File: src/rtl/ram_pkg.sv
// Shared types for the ping-pong RAM manager: per-RAM slot states and FSM states.
package ram_pkg;

    typedef enum logic [1:0] {
        EMPTY   = 2'd0,
        WRITING = 2'd1,
        FULL    = 2'd2,
        READING = 2'd3
    } ram_state_t;

    typedef enum logic {
        W_IDLE = 1'b0,
        W_BUSY = 1'b1
    } wr_state_t;

    typedef enum logic {
        R_IDLE = 1'b0,
        R_BUSY = 1'b1
    } rd_state_t;

    function automatic logic [1:0] count_full(input ram_state_t a, input ram_state_t b);
        return {1'b0, (a == FULL)} + {1'b0, (b == FULL)};
    endfunction

endpackage

File: src/rtl/ram_manage_if.sv
// Handshake bundle between the ping-pong manager and the RAM write/read controllers.
interface ram_manage_if;
    logic wr_finish_0;
    logic wr_finish_1;
    logic rd_finish_0;
    logic rd_finish_1;
    logic wr_command;
    logic rd_command;
    logic wr_ram_number;
    logic rd_ram_number;

    modport manager (
        input  wr_finish_0, wr_finish_1, rd_finish_0, rd_finish_1,
        output wr_command, rd_command, wr_ram_number, rd_ram_number
    );

    modport controller (
        output wr_finish_0, wr_finish_1, rd_finish_0, rd_finish_1,
        input  wr_command, rd_command, wr_ram_number, rd_ram_number
    );
endinterface

File: src/rtl/ram_slot_state.sv
// Lifecycle of one RAM buffer: EMPTY -> WRITING -> FULL -> READING -> EMPTY.
module ram_slot_state
    import ram_pkg::*;
(
    input  logic       clk,
    input  logic       rst,
    input  logic       wr_start,
    input  logic       wr_done,
    input  logic       rd_start,
    input  logic       rd_done,
    output ram_state_t state
);

    ram_state_t state_r;
    ram_state_t state_next_s;

    // Next slot state; each transition only fires from its own source state.
    always_comb begin
        state_next_s = state_r;
        case (state_r)
            EMPTY:   if (wr_start) state_next_s = WRITING; else state_next_s = EMPTY;
            WRITING: if (wr_done)  state_next_s = FULL;    else state_next_s = WRITING;
            FULL:    if (rd_start) state_next_s = READING; else state_next_s = FULL;
            READING: if (rd_done)  state_next_s = EMPTY;   else state_next_s = READING;
            default: state_next_s = EMPTY;
        endcase
    end

    // Slot state register.
    always_ff @(posedge clk or posedge rst) begin
        if (rst) state_r <= EMPTY;
        else     state_r <= state_next_s;
    end

    assign state = state_r;

endmodule

File: src/rtl/ram_pingpong_mgr.sv
// Ping-pong manager for two frame RAMs: alternates writes and reads with back-pressure.
// Optional completed-frame counters are enabled with macro PP_FRAME_CNT_EN.
module ram_pingpong_mgr
    import ram_pkg::*;
#(
    parameter int CNT_WIDTH = 16
)
(
    input  logic                 clk,
    input  logic                 rst,
    input  logic                 wr_req,
    input  logic                 rd_ready,
    input  logic                 wr_finish_0,
    input  logic                 wr_finish_1,
    input  logic                 rd_finish_0,
    input  logic                 rd_finish_1,
    output logic                 wr_command,
    output logic                 rd_command,
    output logic                 wr_ram_number,
    output logic                 rd_ram_number,
    output logic [1:0]           full_cnt
`ifdef PP_FRAME_CNT_EN
    ,
    output logic [CNT_WIDTH-1:0] wr_frame_cnt,
    output logic [CNT_WIDTH-1:0] rd_frame_cnt
`endif
);

    ram_manage_if mgr_if ();

    wr_state_t  wr_state_r, wr_next_s;
    rd_state_t  rd_state_r, rd_next_s;
    logic       wr_ptr_r, rd_ptr_r, ready_r;
    logic       wr_command_r, rd_command_r, wr_ram_number_r, rd_ram_number_r;
    logic [1:0] full_cnt_r;
    logic       wr_issue_s, wr_done_s, rd_issue_s, rd_done_s;
    logic       wr_fin_sel_s, rd_fin_sel_s;
    ram_state_t slot0_state_s, slot1_state_s, wr_slot_s, rd_slot_s;

    assign mgr_if.wr_finish_0 = wr_finish_0;
    assign mgr_if.wr_finish_1 = wr_finish_1;
    assign mgr_if.rd_finish_0 = rd_finish_0;
    assign mgr_if.rd_finish_1 = rd_finish_1;
    assign mgr_if.wr_command    = wr_command_r;
    assign mgr_if.rd_command    = rd_command_r;
    assign mgr_if.wr_ram_number = wr_ram_number_r;
    assign mgr_if.rd_ram_number = rd_ram_number_r;
    assign wr_command    = mgr_if.wr_command;
    assign rd_command    = mgr_if.rd_command;
    assign wr_ram_number = mgr_if.wr_ram_number;
    assign rd_ram_number = mgr_if.rd_ram_number;
    assign full_cnt      = full_cnt_r;

    // Only the finish pulse of the currently selected RAM is ever looked at.
    assign wr_fin_sel_s = wr_ptr_r ? mgr_if.wr_finish_1 : mgr_if.wr_finish_0;
    assign rd_fin_sel_s = rd_ptr_r ? mgr_if.rd_finish_1 : mgr_if.rd_finish_0;
    assign wr_slot_s    = wr_ptr_r ? slot1_state_s : slot0_state_s;
    assign rd_slot_s    = rd_ptr_r ? slot1_state_s : slot0_state_s;

    ram_slot_state u_slot0 (
        .clk      (clk),
        .rst      (rst),
        .wr_start (wr_issue_s & ~wr_ptr_r),
        .wr_done  (wr_done_s  & ~wr_ptr_r),
        .rd_start (rd_issue_s & ~rd_ptr_r),
        .rd_done  (rd_done_s  & ~rd_ptr_r),
        .state    (slot0_state_s)
    );

    ram_slot_state u_slot1 (
        .clk      (clk),
        .rst      (rst),
        .wr_start (wr_issue_s & wr_ptr_r),
        .wr_done  (wr_done_s  & wr_ptr_r),
        .rd_start (rd_issue_s & rd_ptr_r),
        .rd_done  (rd_done_s  & rd_ptr_r),
        .state    (slot1_state_s)
    );

    // Write FSM; ready_r keeps the first cycle after reset command-free.
    always_comb begin
        wr_next_s  = wr_state_r;
        wr_issue_s = 1'b0;
        wr_done_s  = 1'b0;
        case (wr_state_r)
            W_IDLE: begin
                if (ready_r && wr_req && (wr_slot_s == EMPTY)) begin
                    wr_issue_s = 1'b1;
                    wr_next_s  = W_BUSY;
                end else begin
                    wr_next_s  = W_IDLE;
                end
            end
            W_BUSY: begin
                if (wr_fin_sel_s) begin
                    wr_done_s = 1'b1;
                    wr_next_s = W_IDLE;
                end else begin
                    wr_next_s = W_BUSY;
                end
            end
            default: wr_next_s = W_IDLE;
        endcase
    end

    // Read FSM, mirroring the write side on FULL slots.
    always_comb begin
        rd_next_s  = rd_state_r;
        rd_issue_s = 1'b0;
        rd_done_s  = 1'b0;
        case (rd_state_r)
            R_IDLE: begin
                if (ready_r && rd_ready && (rd_slot_s == FULL)) begin
                    rd_issue_s = 1'b1;
                    rd_next_s  = R_BUSY;
                end else begin
                    rd_next_s  = R_IDLE;
                end
            end
            R_BUSY: begin
                if (rd_fin_sel_s) begin
                    rd_done_s = 1'b1;
                    rd_next_s = R_IDLE;
                end else begin
                    rd_next_s = R_BUSY;
                end
            end
            default: rd_next_s = R_IDLE;
        endcase
    end

    // FSM state, pointers and registered outputs.
    always_ff @(posedge clk or posedge rst) begin
        if (rst) begin
            ready_r         <= 1'b0;
            wr_state_r      <= W_IDLE;
            rd_state_r      <= R_IDLE;
            wr_ptr_r        <= 1'b0;
            rd_ptr_r        <= 1'b0;
            wr_command_r    <= 1'b0;
            rd_command_r    <= 1'b0;
            wr_ram_number_r <= 1'b0;
            rd_ram_number_r <= 1'b0;
            full_cnt_r      <= 2'd0;
        end else begin
            ready_r      <= 1'b1;
            wr_state_r   <= wr_next_s;
            rd_state_r   <= rd_next_s;
            wr_command_r <= wr_issue_s;
            rd_command_r <= rd_issue_s;
            full_cnt_r   <= count_full(slot0_state_s, slot1_state_s);
            if (wr_issue_s) wr_ram_number_r <= wr_ptr_r;
            if (rd_issue_s) rd_ram_number_r <= rd_ptr_r;
            if (wr_done_s)  wr_ptr_r <= ~wr_ptr_r;
            if (rd_done_s)  rd_ptr_r <= ~rd_ptr_r;
        end
    end

`ifdef PP_FRAME_CNT_EN
    logic [CNT_WIDTH-1:0] wr_frame_cnt_r, rd_frame_cnt_r;

    // Completed-frame counters, wrapping naturally at 2^CNT_WIDTH.
    always_ff @(posedge clk or posedge rst) begin
        if (rst) begin
            wr_frame_cnt_r <= {CNT_WIDTH{1'b0}};
            rd_frame_cnt_r <= {CNT_WIDTH{1'b0}};
        end else begin
            if (wr_done_s) wr_frame_cnt_r <= wr_frame_cnt_r + {{(CNT_WIDTH-1){1'b0}}, 1'b1};
            if (rd_done_s) rd_frame_cnt_r <= rd_frame_cnt_r + {{(CNT_WIDTH-1){1'b0}}, 1'b1};
        end
    end

    assign wr_frame_cnt = wr_frame_cnt_r;
    assign rd_frame_cnt = rd_frame_cnt_r;
`else
    // Counters compiled out; the width parameter is still range-checked.
    if (CNT_WIDTH < 1) begin : g_cnt_width_invalid
        logic cnt_width_invalid_s;
        assign cnt_width_invalid_s = 1'b1;
    end
`endif

endmodule

File: config.mk
export PLATFORM = sky130hd
export DESIGN_NAME = ram_pingpong_mgr
export DESIGN_NICKNAME = d
export VERILOG_FILES = /design/src/rtl/ram_pkg.sv /design/src/rtl/ram_manage_if.sv /design/src/rtl/ram_slot_state.sv /design/src/rtl/ram_pingpong_mgr.sv
export SDC_FILE = /design/constraint.sdc
export NUM_CORES = 1
export LEC_CHECK = 0
export ABC_AREA = 1
export CAP_MARGIN = 10
export CORE_UTILIZATION = 48
export DETAILED_ROUTE_END_ITERATION = 8
export PLACE_DENSITY = 0.75
export SYNTH_ARGS = -nofsm -noshare
export SYNTH_HDL_FRONTEND = slang
export SYNTH_SLANG_ARGS = --single-unit
File: constraint.sdc
create_clock -name clk -period 1.6 [get_ports clk]
set_clock_uncertainty 0.15 [all_clocks]
set_input_delay 0.32 -clock clk [delete_from_list [all_inputs] [get_ports clk]]
set_output_delay 0.32 -clock clk [all_outputs]
set_load 0.03 [all_outputs]
---- Word level (Yosys, flattened, before mapping) ----
Cells that the tools add are included.
storage, ports and cells
  output and inout port bits .............. 6
  bits in registers ....................... 15
operators by class
  add/subtract/negate cells ............... 1
  bitwise gates (word level) .............. 12
  muxes and demuxes ....................... 26
  eq/ne operators ......................... 7
  reductions and logical operators ........ 7
operators by type and width
  kind                                                                   number
  1-bit two-way mux                                                      16
  2-bit one-hot mux with 4 select lines                                  2
  2-bit two-way mux                                                      6
  2-bit equality test, second input constant                             5
  1-bit bitwise AND                                                      8
  2-bit logical NOT                                                      3
  2-bit by 1-bit equality test with 1-bit output, second input constant  2
  1-bit logical AND                                                      4
  1-bit inverter                                                         4
  1-bit one-hot mux with 2 select lines                                  2
  1-bit by 1-bit adder with 2-bit output                                 1

---- Depth between registers and ports, before layout ----
Gate-level depths: netlist of run 1.
  depth in word-level cells ............... 8
  depth in mapped cells ................... 7
  mapped depth without buffers ............ 7

---- By module ----
A second synthesis of run 1 with hierarchy kept.
unflattened totals
  cells, all modules ...................... 97
  area, all modules ....................... 726.9 µm²
by module, submodules not included
  module            area each (µm²)  sequential area each (µm²)  instances  cells an instance
  ram_pingpong_mgr  514.2            275.3                       1          65
  ram_slot_state    106.4            50.0                        2          16

---- Worst setup path after synthesis of run 1 ----
Ideal clock, no wire load.
  path type ............................... flip-flop to flip-flop
  start point ............................. register u_slot1.state_r[0], in the netlist u_slot1.state[0]
  end point ............................... register full_cnt_r[0], in the netlist full_cnt[0]
  library setup time ...................... 0.126 ns
  clock period less this slack ............ 1.059 ns
  arrival time ............................ 0.783 ns
  cell stages (with the launch flop) ...... 5
  path buffers ............................ 0
  data required time ...................... 1.324 ns
  setup slack ............................. 0.541 ns
  cells stage by stage .................... dfrtp_1 -> inv_2 -> nand2_1 -> inv_1 -> ha_1
on the way
  word-level cells in the longest chain between the ends .. 2
RTL lines
  what                                    RTL line                 source
  from (decl)                             ram_slot_state.sv:14     ram_state_t state_r;
  from (signal assigned)                  ram_slot_state.sv:32     else state_r <= state_next_s;
  2-bit equality test                     ram_pkg.sv:22            return {1'b0, (a == FULL)} + {1'b0, (b == FULL)};
  1-bit by 1-bit adder with 2-bit output  ram_pkg.sv:22
  to (signal assigned)                    ram_pingpong_mgr.sv:151  full_cnt_r <= count_full(slot0_state_s, slot1_state_s);
  to (decl)                               ram_pingpong_mgr.sv:35   logic [1:0] full_cnt_r;
No other way between the ends.
A chain may end at the register's enable or synchronous reset.

---- Worst setup path after layout of run 1 ----
  start point ............................. register rd_ram_number_r, in the netlist rd_ram_number
  end point ............................... output port rd_ram_number
RTL lines
  what                    RTL line                 source
  from (decl)             ram_pingpong_mgr.sv:34   logic wr_command_r, rd_command_r, wr_ram_number_r, rd_ram_number_r;
  from (signal assigned)  ram_pingpong_mgr.sv:153  if (rd_issue_s) rd_ram_number_r <= rd_ptr_r;
  to (decl)               ram_pingpong_mgr.sv:20   output logic rd_ram_number,
No word-level cell between the ends.

==> metrics.txt, run 1 <==
outcome finished, final reports clean; Iter 0 DRT Violations 20; Setup Viol. Count Final 0; Met2 Routed Length 591 um; R2R cell count 4; Final min period 1.50 ns; Avg Cell Area, Syn 8.19 um^2; RePlAce Congestion 0.680; routed vias 585; Yosys warnings 0; Critical Path Sink Type output pin; total global routing overflow 0; Routed Antenna Nets 0; root buffer cell clkbuf_4; Hold WC Path Type in2async; Seq cells post-synth 15; critical path required time 1.13 ns; Synth top cells by count nand2_1 (23), dfrtp_1 (15), inv_1 (11), nand3_1 (11), nor2_1 (6); Num CTS Buffers 3; WS Path Type reg2out; Max-cap violations 0; CP Max Fanout 2; Top Layer Used met4; clk sinks 15; maximum vdd drop 0.954 mV; Synth Net Count 95; Syn Inst Count 86; htree depth 1; Synth top area share 53.3%; final cycle utilization of the critical path 93.9%; Die ar. 1620 um^2; CTS tree done; Arrival @ worst endpoint 1.03 ns; Syn Std Cell Area 704 um^2; Post-synth EDFFs 0; FP Rows 13; largest net degree at the start of global routing 16; dominant cells by area after synthesis dfrtp_1 (53%), nand2_1 (12%), nand3_1 (7.8%), inv_1 (5.9%), nor2_1 (3.2%); max frequency 666 MHz; Setup TNS Final 0 ns; Crit path max-delay family buffers and inverters; Die Y 40.3 um; Starting Density 52.8%; clk_lat worst skew 0.28 ns; CTS max path bufs 2; worst stage delay on the critical path 0.39 ns; slowest CP cell dlygate4sd2_1; global-route wire length before repair 2.17 mm; Pleak 0.490 nW; clock slew at reported path FFs 0.09 ns; Ant. Diodes 0; post-synth top area cell dfrtp_1; type of origin of the critical path register; DRC viols 0; WL met1 597 um; count leader, synth nand2_1; Finished Core Util 65.9%; Final HPWL DP 980 um; Area Growth Syn to Fin 24.9%; core area 1330 um^2; register area share after synthesis 53.3%; CP Buf/Inv Count 1; power density over the cells 1750 nW/um^2; async set-or-reset flop fraction in the synthesized netlist 100%; Slew Viols, Final 0; GR Util All Layers 21.3%; antenna violations before repair 0; die width 40.3 um; synth unique cells 16; I/O Buffers 13; worst path cell trace dlygate4sd2_1; Met3 Wirelength 62 um; routed len/inst 10.7 um; TritonRoute pass-1 iters 4; RSZ-0062 raised after global routing no; layout cells sized above 1 15.4%; Hold Vio Cnt, Final 0; vias in the first global route 537; Crit path depth 1; IO Pins 14; total wire length 1.28 mm; Final nets 114; routed vias/inst 4.92; Synth Flop Type dfrtp_1
-- flip-flops by register name, summed over array words and instances, names as in the netlist --
name and flops:
rd_ptr_r 1, wr_ptr_r 1, wr_ram_number 1, rd_command 1
u_slot0.state 2, wr_state_r 1, full_cnt 2, wr_command 1
ready_r 1, rd_state_r 1, u_slot1.state 2, rd_ram_number 1
-- per-layer routing --
metal / up-vias / global-route usage [%]
met4: 0 / 10.0
met2: 14 / 37.1
met1: 267 / 24.5
li1: 300 / -
met5: - / 0
met3: 4 / 5.00
-- final cells by class --
class                   instances  area [um^2]
well taps                      15         18.8
repair buffers                 14          130
flip-flops and latches         15          375
clock buffers                   4         26.3
fillers                       125          454
multi-input cells              55          269
inverters                      16         60.1
-- where the power goes --
part | switching (mW) | internal (mW)
registers | 0.138 | 0.533
logic | 0.421 | 0.231
clock network | 0.122 | 0.0968
total | 0.681 | 0.861
-- cell families (layout without fill, tap and decap cells) --
family / count (synthesis) / in the layout / synth area share, %
adders and majority gates: 1 / 1 / 1.78
and+or+nand+nor: 48 / 48 / 32.1
DFF: 15 / 15 / 53.3
AOI/OAI and AO/OA: 5 / 5 / 3.73
other: 1 / 1 / 0.532
buffers and inverters: 16 / 34 / 8.53
-- path summary, 6_finish.rpt --
path,startpoint,endpoint,slack [ns]
max in group asynchronous,rst,u_slot0.state[0]$_DFF_PP0_,0.95
worst max register to register,u_slot1.state[0]$_DFF_PP0_,full_cnt[0]$_DFF_PP0_,0.43
worst min-delay path,rst,ready_r$_DFF_PP0_,0.18
worst min register to register,rd_ram_number$_DFFE_PP0N_,rd_ram_number$_DFFE_PP0N_,0.34
min in group clk,rd_ram_number$_DFFE_PP0N_,rd_ram_number$_DFFE_PP0N_,0.34
worst max-delay path,rd_ram_number$_DFFE_PP0N_,rd_ram_number,0.1
-- per-stage QoR --
stage / std cells / total power [mW] / area (um^2) / hold WS [ns] / setup slack [ns]
3_5_place_dp: 115 / 1.37 / 861 / 0.342 / 0.128
5_1_grt: 119 / 1.68 / 880 / 0.221 / 0.0575
3_3_place_gp: 115 / 1.35 / 861 / 0.311 / 0.147
2_1_floorplan: 86 / 1.14 / 704 / 0.0715 / 0.541
4_1_cts: 119 / 1.55 / 880 / 0.192 / 0.0881
6_report: 119 / 1.54 / 880 / 0.181 / 0.0977
-- cell usage in the layout (no fill, tap or decap), drive strengths merged, types with 4 or more instances in the layout --
| master | netlist | routed |
|---|---|---|
| dlygate4sd2 | 0 | 6 |
| inv | 16 | 16 |
| clkbuf | 0 | 4 |
| nand3 | 13 | 13 |
| o21ai | 4 | 4 |
| nand2 | 25 | 25 |
| nor2 | 9 | 9 |
| dfrtp | 15 | 15 |
| clkdlybuf4s50 | 0 | 7 |
-- timing repair --
item                                    in CTS  in global routing
endpoints found under the setup margin       6                  0
endpoints found under the hold margin        0                  0
setup buffers                                0                  0
hold buffers                                 0                  0
gates resized for setup                      6                  0
No activity file was read; power rests on OpenSTA's default activity.
==> run 2: changes to the inputs <==
--- a/config.mk
+++ b/config.mk
@@ -10,6 +10,7 @@
 export CORE_UTILIZATION = 48
 export DETAILED_ROUTE_END_ITERATION = 8
 export PLACE_DENSITY = 0.75
+export SLEW_MARGIN = 20
 export SYNTH_ARGS = -nofsm -noshare
 export SYNTH_HDL_FRONTEND = slang
 export SYNTH_SLANG_ARGS = --single-unit
==> results of run 2 <==
The final DEF is identical to that of run 1; final timing and power are the same.
==> run 3: changes to the inputs <==
--- a/config.mk
+++ b/config.mk
@@ -8,6 +8,7 @@
 export ABC_AREA = 1
 export CAP_MARGIN = 10
 export CORE_UTILIZATION = 48
+export CTS_CLUSTER_DIAMETER = 100
 export DETAILED_ROUTE_END_ITERATION = 8
 export PLACE_DENSITY = 0.75
 export SLEW_MARGIN = 20
==> results of run 3 <==
The final DEF is identical to that of run 1; final timing and power are the same.
